===== config.mk =====
export PLATFORM = sky130hd
export DESIGN_NAME = ami_wr_req_arb_flat
export DESIGN_NICKNAME = d
export VERILOG_FILES = /design/src/rtl/ami_wr_req_arb_pkg.sv /design/src/rtl/ami_wr_req_arb_if.sv /design/src/rtl/ami_wr_req_arb_rr_pick.sv /design/src/rtl/ami_wr_req_arb.sv /design/src/flat_wrapper.sv
export SDC_FILE = /design/constraint.sdc
export NUM_CORES = 1
export LEC_CHECK = 0
export BUFFER_PORTS_ARGS = -buffer_cell sky130_fd_sc_hd__clkbuf_2
export CAP_MARGIN = 25
export CORE_AREA = 2 2 273 275
export DETAILED_ROUTE_END_ITERATION = 8
export DIE_AREA = 0 0 275 277
export GPL_TIMING_DRIVEN = 0
export HOLD_SLACK_MARGIN = 0.02
export PLACE_DENSITY = 0.39
export SLEW_MARGIN = 0
export SYNTH_ARGS = -nofsm -noshare
export SYNTH_HDL_FRONTEND = slang
export SYNTH_SLANG_ARGS = --single-unit

===== constraint.sdc =====
create_clock -name clk -period 4.2 [get_ports clk]
set_input_delay 0.84 -clock clk [delete_from_list [all_inputs] [get_ports clk]]
set_output_delay 0.84 -clock clk [all_outputs]
set_load 0.02 [all_outputs]

===== src/rtl/ami_wr_req_arb_pkg.sv =====
// ---------------------------------------------------------------------------
// ami_wr_req_arb_pkg
// Shared types and constants for the AMI write-request arbiter slice.
//   AMIRequest             : request word carried on every AMI request port
//   F1_AMI_WrArb_NumPorts  : port count used by parents that instantiate the
//                            arbiter (feeds NUM_PORTS)
//   rr_next()              : round-robin successor with an explicit wrap, so
//                            non-power-of-two port counts wrap correctly
// ---------------------------------------------------------------------------
package ami_wr_req_arb_pkg;

  typedef struct packed {
    logic        valid;
    logic        isWrite;
    logic [63:0] addr;
    logic [63:0] data;
    logic [7:0]  size;
  } AMIRequest;

  localparam int F1_AMI_WrArb_NumPorts = 4;

  function automatic int rr_next(input int sel, input int n);
    return (sel == n - 1) ? 0 : sel + 1;
  endfunction

endpackage


===== src/rtl/ami_wr_req_arb_if.sv =====
// ---------------------------------------------------------------------------
// ami_wr_req_arb_if
// Bundle of the arbiter's request/grant signals.
//   in_req[NUM_PORTS]  : per-port AMI requests (upstream -> arbiter)
//   in_grant           : per-port accept pulse, one-hot or zero (arbiter -> upstream)
//   out_req / out_port : registered request and its source port (arbiter -> write path)
//   out_grant          : write path accepted out_req (write path -> arbiter)
//   arb_busy           : slot occupied or any candidate pending
// Modports: master = the arbiter, slave = its environment.
// ---------------------------------------------------------------------------
interface ami_wr_req_arb_if #(
  parameter int NUM_PORTS = 4,
  parameter int PORT_W    = $clog2(NUM_PORTS)
) ();
  import ami_wr_req_arb_pkg::*;

  AMIRequest              in_req [NUM_PORTS];
  logic [NUM_PORTS-1:0]   in_grant;
  AMIRequest              out_req;
  logic [PORT_W-1:0]      out_port;
  logic                   out_grant;
  logic                   arb_busy;

  modport master (
    input  in_req, out_grant,
    output in_grant, out_req, out_port, arb_busy
  );

  modport slave (
    output in_req, out_grant,
    input  in_grant, out_req, out_port, arb_busy
  );
endinterface


===== src/rtl/ami_wr_req_arb_rr_pick.sv =====
// ---------------------------------------------------------------------------
// rr_pick
// Cyclic priority encoder: finds the first set bit of req searching upward
// from ptr and wrapping at N. Purely combinational; shared by the read and
// write arbiters.
//   req[N-1:0] : request vector
//   ptr        : starting index (must be < N)
//   any        : at least one request bit set
//   sel        : index of the winning request (0 when any=0)
// ---------------------------------------------------------------------------
module rr_pick #(
  parameter int N = 4,
  parameter int W = $clog2(N)
) (
  input  logic [N-1:0] req,
  input  logic [W-1:0] ptr,
  output logic         any,
  output logic [W-1:0] sel
);

  // Walk offsets from the farthest to the nearest so the nearest hit is the
  // last assignment and therefore wins.
  always_comb begin
    any = 1'b0;
    sel = '0;
    for (int k = N - 1; k >= 0; k--) begin
      int idx;
      idx = int'(ptr) + k;
      if (idx >= N) idx = idx - N;
      if (req[idx]) begin
        any = 1'b1;
        sel = W'(idx);
      end
    end
  end

endmodule


===== src/rtl/ami_wr_req_arb.sv =====
// ---------------------------------------------------------------------------
// ami_wr_req_arb
// Round-robin merge of NUM_PORTS AMI write-request ports into one registered
// AMIRequest stream for a DDR channel's write path. One cycle of latency,
// one accept per cycle; the output slot is frozen until out_grant.
//   clk, rst  : clock, synchronous active-high reset
//   bus       : ami_wr_req_arb_if.master (in_req/in_grant/out_req/out_port/
//               out_grant/arb_busy)
// Optional build macro AMI_WR_ARB_STATS_EN adds:
//   stat_accept_cnt[NUM_PORTS] : saturating per-port accept counters
//   stat_stall_cnt             : saturating count of cycles the slot waited
// ---------------------------------------------------------------------------
module ami_wr_req_arb
  import ami_wr_req_arb_pkg::*;
#(
  parameter int NUM_PORTS = F1_AMI_WrArb_NumPorts,
  parameter int PORT_W    = $clog2(NUM_PORTS)
) (
  input  logic                  clk,
  input  logic                  rst,
  ami_wr_req_arb_if.master      bus
`ifdef AMI_WR_ARB_STATS_EN
  ,
  output logic [31:0]           stat_accept_cnt [NUM_PORTS],
  output logic [31:0]           stat_stall_cnt
`endif
);

  logic                 slot_v_q,    slot_v_d;
  AMIRequest            slot_req_q,  slot_req_d;
  logic [PORT_W-1:0]    slot_port_q, slot_port_d;
  logic [PORT_W-1:0]    rr_ptr_q,    rr_ptr_d;

  logic [NUM_PORTS-1:0] cand;
  logic [NUM_PORTS-1:0] grant;
  logic                 any;
  logic [PORT_W-1:0]    sel;
  logic                 slot_free;
  logic                 load;

  // Reads (isWrite=0) are simply not candidates, so they never block others.
  for (genvar gi = 0; gi < NUM_PORTS; gi++) begin : g_cand
    assign cand[gi]  = bus.in_req[gi].valid && bus.in_req[gi].isWrite;
    assign grant[gi] = load && (sel == PORT_W'(gi));
  end

  rr_pick #(.N(NUM_PORTS), .W(PORT_W)) u_pick (
    .req (cand),
    .ptr (rr_ptr_q),
    .any (any),
    .sel (sel)
  );

  // No grant during reset: the slot is being cleared, so an accept would be lost.
  assign slot_free = !slot_v_q || bus.out_grant;
  assign load      = slot_free && any && !rst;

  always_comb begin
    slot_v_d    = slot_v_q;
    slot_req_d  = slot_req_q;
    slot_port_d = slot_port_q;
    rr_ptr_d    = rr_ptr_q;
    if (slot_free) slot_v_d = any;
    if (load) begin
      slot_req_d  = bus.in_req[sel];
      slot_port_d = sel;
      rr_ptr_d    = PORT_W'(rr_next(int'(sel), NUM_PORTS));
    end
  end

  always_ff @(posedge clk) begin
    if (rst) begin
      slot_v_q    <= 1'b0;
      slot_req_q  <= '0;
      slot_port_q <= '0;
      rr_ptr_q    <= '0;
    end else begin
      slot_v_q    <= slot_v_d;
      slot_req_q  <= slot_req_d;
      slot_port_q <= slot_port_d;
      rr_ptr_q    <= rr_ptr_d;
    end
  end

  // Stale payload stays in the slot after a drain; valid comes from slot_v only.
  always_comb begin
    bus.out_req       = slot_req_q;
    bus.out_req.valid = slot_v_q;
  end

  assign bus.in_grant = grant;
  assign bus.out_port = slot_port_q;
  assign bus.arb_busy = slot_v_q || (|cand);

`ifdef AMI_WR_ARB_STATS_EN
  for (genvar gi = 0; gi < NUM_PORTS; gi++) begin : g_acc
    logic [31:0] cnt_q, cnt_d;
    always_comb begin
      cnt_d = cnt_q;
      if (grant[gi] && (cnt_q != 32'hFFFF_FFFF)) cnt_d = cnt_q + 32'd1;
    end
    always_ff @(posedge clk) begin
      if (rst) cnt_q <= '0;
      else     cnt_q <= cnt_d;
    end
    assign stat_accept_cnt[gi] = cnt_q;
  end

  logic [31:0] stall_q, stall_d;
  always_comb begin
    stall_d = stall_q;
    if (slot_v_q && !bus.out_grant && (stall_q != 32'hFFFF_FFFF)) stall_d = stall_q + 32'd1;
  end
  always_ff @(posedge clk) begin
    if (rst) stall_q <= '0;
    else     stall_q <= stall_d;
  end
  assign stat_stall_cnt = stall_q;
`endif

endmodule


===== src/flat_wrapper.sv =====
// flat-port wrapper written by rule: the top's interface ports become plain ports
module ami_wr_req_arb_flat import ami_wr_req_arb_pkg::*;
#(
  parameter int NUM_PORTS = F1_AMI_WrArb_NumPorts,
  parameter int PORT_W    = $clog2(NUM_PORTS)
)
  (clk, rst, bus_in_req, bus_out_grant, bus_in_grant, bus_out_req, bus_out_port, bus_arb_busy);
  ami_wr_req_arb_if #(.NUM_PORTS(NUM_PORTS), .PORT_W(PORT_W)) bus_i ();
  input  logic clk;
  input  logic rst;
  input wire logic [$bits(bus_i.in_req)-1:0] bus_in_req;
  input wire logic [$bits(bus_i.out_grant)-1:0] bus_out_grant;
  output wire logic [$bits(bus_i.in_grant)-1:0] bus_in_grant;
  output wire logic [$bits(bus_i.out_req)-1:0] bus_out_req;
  output wire logic [$bits(bus_i.out_port)-1:0] bus_out_port;
  output wire logic [$bits(bus_i.arb_busy)-1:0] bus_arb_busy;
  assign bus_i.in_req = {>>{bus_in_req}};
  assign bus_i.out_grant = bus_out_grant;
  assign bus_in_grant = bus_i.in_grant;
  assign bus_out_req = bus_i.out_req;
  assign bus_out_port = bus_i.out_port;
  assign bus_arb_busy = bus_i.arb_busy;
  ami_wr_req_arb #(.NUM_PORTS(NUM_PORTS), .PORT_W(PORT_W)) u_core (.clk(clk), .rst(rst), .bus(bus_i));
endmodule

==> out/metrics.csv, run 1 <==
metric,value,unit
synth_fp_nets,1364,
yosys-top-cells-area,"dfxtp_1 (34%), mux2i_1 (33%), o221ai_1 (14%)",
power.density,384,mW/mm^2
finalClockSkew,11.1,ps
cp_max_fo,10,
portBuffers,698,
yosys.area.top_type,dfxtp_1,
setup.worst_path.start_class,input port,
crit_path_top_delay_cell,buf_1,
syn_area,0.00833,mm^2
post-cts-setup-buffers,0,
status,"finished, final reports clean",
fin_crit,3630,ps
worst_slew_pin_slew,604,ps
numCtsBuffers,17,
layout-drive-gt1-share,51.9,%
max_stage_delay,460,ps
yosys_most_used_dff,dfxtp_1,
async_flop_share,0,%
cts_buffer_depth,2,
core_area,0.0736,mm^2
netlist.area_leader.share,34.1,%
clk_root_buffer_cell,clkbuf_16,
synth.distinct_cells,30,
rsz0062_at_grt,false,
syn-instance-count,809,
fin_crit_sh,86.5,%
vias_per_cell,3.76,
rows,100,
synth_area_per_cell,10.3,um^2
clock_latency,470,ps
hold_class,register to register,
place_congestion,0.936,
holdBufCountCts,0,
fmax,0.275,GHz
wl_per_cell,17.8,um
power.leakage,7.48,nW
peakVddDrop,0.000206,V
clkTransAtPathRegs,60,ps
synth_warnings,0,
maxSlewViolCount,0,
stdcell_count,2513,
fp.dieArea,0.0762,mm^2
area_growth,64.8,%
fin_setup_tns,0,ps
hold_viol_final,0,
antenna_found_initial,4,
place_hpwl,37.6,mm
crit_type,input port to primary output,
drc_errors,0,
maxCapViolCount,0,
cts_resized,0,
fp.dieW,275,um
num_vias,9441,
ys_ff_latch,142,
finalSetupViolCount,0,
die_y,277,um
crit_arrival,2790,ps
boundaryPins,700,
cts_htree_levels,4,
seq_area_frac_synth,34.1,%
cts_tree,yes,
drtIter0Drc,296,
yosysMostFrequentCell,mux2i_1,
grt_usage,11.4,%
synth_enable_flop_cells,0,
initial_core_util,11.3,%
grt_pass1_wl,63.5,mm
place_inst,2476,
crit_chain,clkbuf_2 -> a22o_4 -> o31ai_4 -> nor2_1 -> o21ai_2 -> buf_1 -> nor2_1 -> clkbuf_2,
clock_sinks,142,
required,3360,ps
synth_commonest_cells,"mux2i_1 (272), nand2_1 (143), dfxtp_1 (142)",
grt_max_degree,17,
nets,2082,
ant_nets,0,
dr.pass1.iters,6,
wl,44.8,mm
grt_overflow,0,
critPathCaptureType,primary output,
r2r_setup_slack,1860,ps
grt_pass1_vias,10300,
slew_headroom,59.8,%
[final cells by class]
type	count	area, um^2
Antenna cell	4	10.0
Timing Repair Buffer	699	3510
Clock inverter	12	206
Fill cell	8262	59900
Inverter	1	3.75
Clock buffer	20	457
Multi-Input combinational cell	589	4710
Buffer	77	769
Tap cell	969	1210
Sequential cell	142	2840
[cells in the final DEF (no fill, tap or decap), types with 2 or more instances in the layout]
cell type	synthesis	final
buf_12	23	23
inv_6	0	3
diode_2	0	4
clkbuf_1	12	13
bufinv_16	0	5
mux2i_1	272	272
nand2b_1	2	2
clkbuf_8	0	2
dfxtp_1	142	142
nand3b_1	2	2
o221ai_1	136	136
clkbuf_16	0	17
clkinv_4	0	2
a211oi_1	2	2
buf_2	31	31
o2111ai_1	2	2
and2_1	5	5
nand2_1	143	143
buf_6	8	8
a21oi_1	4	4
nor2_1	9	9
o21ai_0	2	2
clkbuf_2	0	698
[worst max-delay path: cells and delay by family]
| family | cells | cell delay (ps) |
|---|---|---|
| AOI/OAI and AO/OA | 3 | 790 |
| buffers and inverters | 3 | 770 |
| and+or+nand+nor | 2 | 390 |
[through the flow]
stage	utilization (%)	setup WS, ps	instance area (um^2)	hold slack (ps)	power, W
2_1_floorplan	-	1290	8330	481	0.00276
3_3_place_gp	17.7	174	13000	445	0.00355
3_5_place_dp	17.7	162	13000	445	0.00356
4_1_cts	18.6	155	13700	463	0.00540
5_1_grt	18.6	351	13700	487	0.00557
6_report	18.6	567	13700	459	0.00527
[where the power goes]
part	internal, W	switching, W	total [W]
Clock	0.00109	0.000689	0.00178
Combinational	0.000816	0.00103	0.00185
Sequential	0.00154	0.000105	0.00165
[cell families (layout without fill, tap and decap cells)]
| kind of cell | count (synthesis) | in the layout | share of synthesized area [%] |
|---|---|---|---|
| AOI/OAI and AO/OA | 151 | 151 | 15.9 |
| xor gates and xnor gates | 1 | 1 | 0.105 |
| buffers and inverters | 78 | 809 | 9.29 |
| DFF | 142 | 142 | 34.1 |
| muxes | 272 | 272 | 32.7 |
| other | 0 | 4 | 0 |
| and+or+nand+nor | 165 | 165 | 7.90 |
[registers in the layout, summed over array words and instances, names as in the netlist]
register             cells
u_core.rr_ptr_q          2
u_core.bus.out_port      2
u_core.slot_v_q          1
u_core.bus.out_req     137
[layer usage]
layer  share of wire [%]  up-vias  wire length, um  GRT usage, %
met3                 7.1       47             3190          3.03
met2                  52      444            23300          21.1
met5                   0        -                0             0
li1                    -     4544                -             -
met4                 2.8        0             1230          4.75
met1                  38     4406            17100          12.1
[path summary, 6_finish.rpt]
check	from	endpoint	cells past startpoint
setup / recovery	bus_in_req[136]	bus_in_grant[0]	8
hold / removal	u_core.bus.out_req[50]$_SDFFE_PP0P_	u_core.bus.out_req[50]$_SDFFE_PP0P_	2
hold reg to reg	u_core.bus.out_req[50]$_SDFFE_PP0P_	u_core.bus.out_req[50]$_SDFFE_PP0P_	2
setup reg to reg	u_core.rr_ptr_q[1]$_SDFFE_PP0P_	u_core.bus.out_req[105]$_SDFFE_PP0P_	6
No activity file was read; power rests on OpenSTA's default activity.
==> inputs of run 2 (changes only) <==
--- a/config.mk
+++ b/config.mk
@@ -7,9 +7,9 @@
 export LEC_CHECK = 0
 export BUFFER_PORTS_ARGS = -buffer_cell sky130_fd_sc_hd__clkbuf_2
 export CAP_MARGIN = 25
-export CORE_AREA = 2 2 273 275
+export CORE_AREA = 2 2 272 274
 export DETAILED_ROUTE_END_ITERATION = 8
-export DIE_AREA = 0 0 275 277
+export DIE_AREA = 0 0 274 276
 export GPL_TIMING_DRIVEN = 0
 export HOLD_SLACK_MARGIN = 0.02
 export PLACE_DENSITY = 0.39
==> out/metrics.csv, run 2 (synthesized netlist as in run 1, its figures left out) <==
metric,value,unit,change
fin_setup_tns,0,ps,unchanged
portBuffers,698,,unchanged
crit_start,bus_in_req[136],,
fin_ws,324,ps,-244 ps
post-cts-setup-buffers,0,,unchanged
power.density,383,mW/mm^2,-0.27%
r2r-end,u_core.bus.out_req[84]$_SDFFE_PP0P_,,
hold_viol_final,0,,unchanged
final_area,0.0137,mm^2,-0.34%
min_to,u_core.bus.out_req[65]$_SDFFE_PP0P_,,
finalClockSkew,10.8,ps,-0.362 ps
grt_usage,11.2,%,-0.18 points
finalSetupViolCount,0,,unchanged
wl_per_cell,17.6,um,-1.4%
place_area,0.0130,mm^2,about the same
dr.pass1.iters,5,,-1
maxCapViolCount,0,,unchanged
place_congestion,0.865,,-7.6%
drtIter0Drc,287,,-3.0%
most-common-layout-cells,"clkbuf_2 (698), mux2i_1 (272), nand2_1 (143), dfxtp_1 (142), o221ai_1 (136)",,
peakVddDrop,0.000171,V,-17%
power.leakage,7.46,nW,-0.27%
initial_core_util,11.5,%,+0.15 points
antenna_found_initial,1,,-3
largest_register_ffs,137,,unchanged
grt_pass1_wl,62.4,mm,-1.6%
grt_max_degree,17,,unchanged
clkTransAtPathRegs,60,ps,about the same
ant_nets,0,,unchanged
slew_headroom,49.3,%,-10 points
place_hpwl,37.4,mm,-0.59%
cts_tree,yes,,
setup.worst_path.start_class,input port,,
numCtsBuffers,17,,unchanged
crit_type,input port to primary output,,
fp.dieArea,0.0756,mm^2,-0.72%
fp.dieW,274,um,-0.36%
drc_errors,0,,unchanged
boundaryPins,700,,unchanged
area_growth,64.2,%,
holdBufCountCts,0,,unchanged
fmax,0.258,GHz,-6.3%
vias_per_cell,3.74,,-0.56%
worst_slew_pin_slew,758,ps,+155 ps
hold_class,register to register,,
cts_htree_levels,4,,unchanged
cp_max_fo,10,,unchanged
clock_sinks,142,,unchanged
die_y,276,um,-0.36%
critPathCaptureType,primary output,,
crit_arrival,3040,ps,+250 ps
status,"finished, final reports clean",,
num_vias,9340,,-1.1%
utilization,18.8,%,+0.19 points
maxSlewViolCount,0,,unchanged
cts_buffer_depth,2,,unchanged
rsz0062_at_grt,false,,
cts_resized,0,,unchanged
nets,2081,,-0.048%
grt_overflow,0,,unchanged
fin_crit,3880,ps,+244 ps
min_from,u_core.bus.out_req[65]$_SDFFE_PP0P_,,
clk_root_buffer_cell,clkbuf_16,,
fin_crit_sh,92.3,%,+5.8 points
layout-drive-gt1-share,51.9,%,about the same
reg2reg_from,u_core.rr_ptr_q[0]$_SDFFE_PP0P_,,
wl,43.9,mm,-1.9%
rows,99,,-1.0%
hold_depth,2,,unchanged
core_area,0.0726,mm^2,-1.3%
required,3360,ps,about the same
grt_pass1_vias,10100,,-1.3%
layout_commonest_cell,clkbuf_2,,
clock_latency,460,ps,about the same
r2r_setup_slack,1770,ps,-90 ps
dp_slack,209,ps,+46.7 ps
p_total,0.00524,W,-0.60%
ff2ff_path_depth,8,,+2
==> run 2: worst max path at each step <==
stage                      endpoint  slack [ps]  cells past startpoint
detailed placement  bus_in_grant[0]         210                      8
CTS                 bus_in_grant[0]         190                      8
global route        bus_in_grant[3]         130                      8
floorplan           bus_in_grant[2]        1290                      6
global placement    bus_in_grant[0]         170                      8
finish              bus_in_grant[0]         320                      8
==> run 2: cell type report <==
type                            count  area, um^2
Antenna cell                        2        5.00
Multi-Input combinational cell    589        4710
Timing Repair Buffer              698        3490
Clock buffer                       20         467
Fill cell                        8200       58900
Tap cell                          959        1200
Sequential cell                   142        2840
Clock inverter                     12         183
Buffer                             77         769
Inverter                            1        3.75
==> run 2: layer usage <==
layer	part of all wire, %	vias to the layer above	track usage [%]
li1	-	4538	-
met1	40	4327	12.4
met2	51	432	20.4
met3	6.7	43	3.02
met4	2.7	0	4.22
met5	0	-	0
==> run 2: power breakdown <==
group          switching [W]  internal [W]
combinational        0.00103      0.000815
clock               0.000703       0.00105
sequential          0.000102       0.00154
total                0.00184       0.00340
==> run 2: worst max-delay path, cell delays in order <==
cell,delay (ps)
clkbuf_2,100
a22o_4,280
o31ai_4,420
nor2_1,170
o21ai_2,200
buf_1,570
nor2_1,220
clkbuf_2,210
==> run 2: metrics by stage <==
| step | instances | hold WS (ps) |
|---|---|---|
| 5_1_grt | 2498 | 481 |
| 4_1_cts | 2498 | 468 |
| 6_report | 2500 | 459 |
| 3_3_place_gp | 2466 | 446 |
| 3_5_place_dp | 2466 | 448 |
| 2_1_floorplan | 809 | 481 |
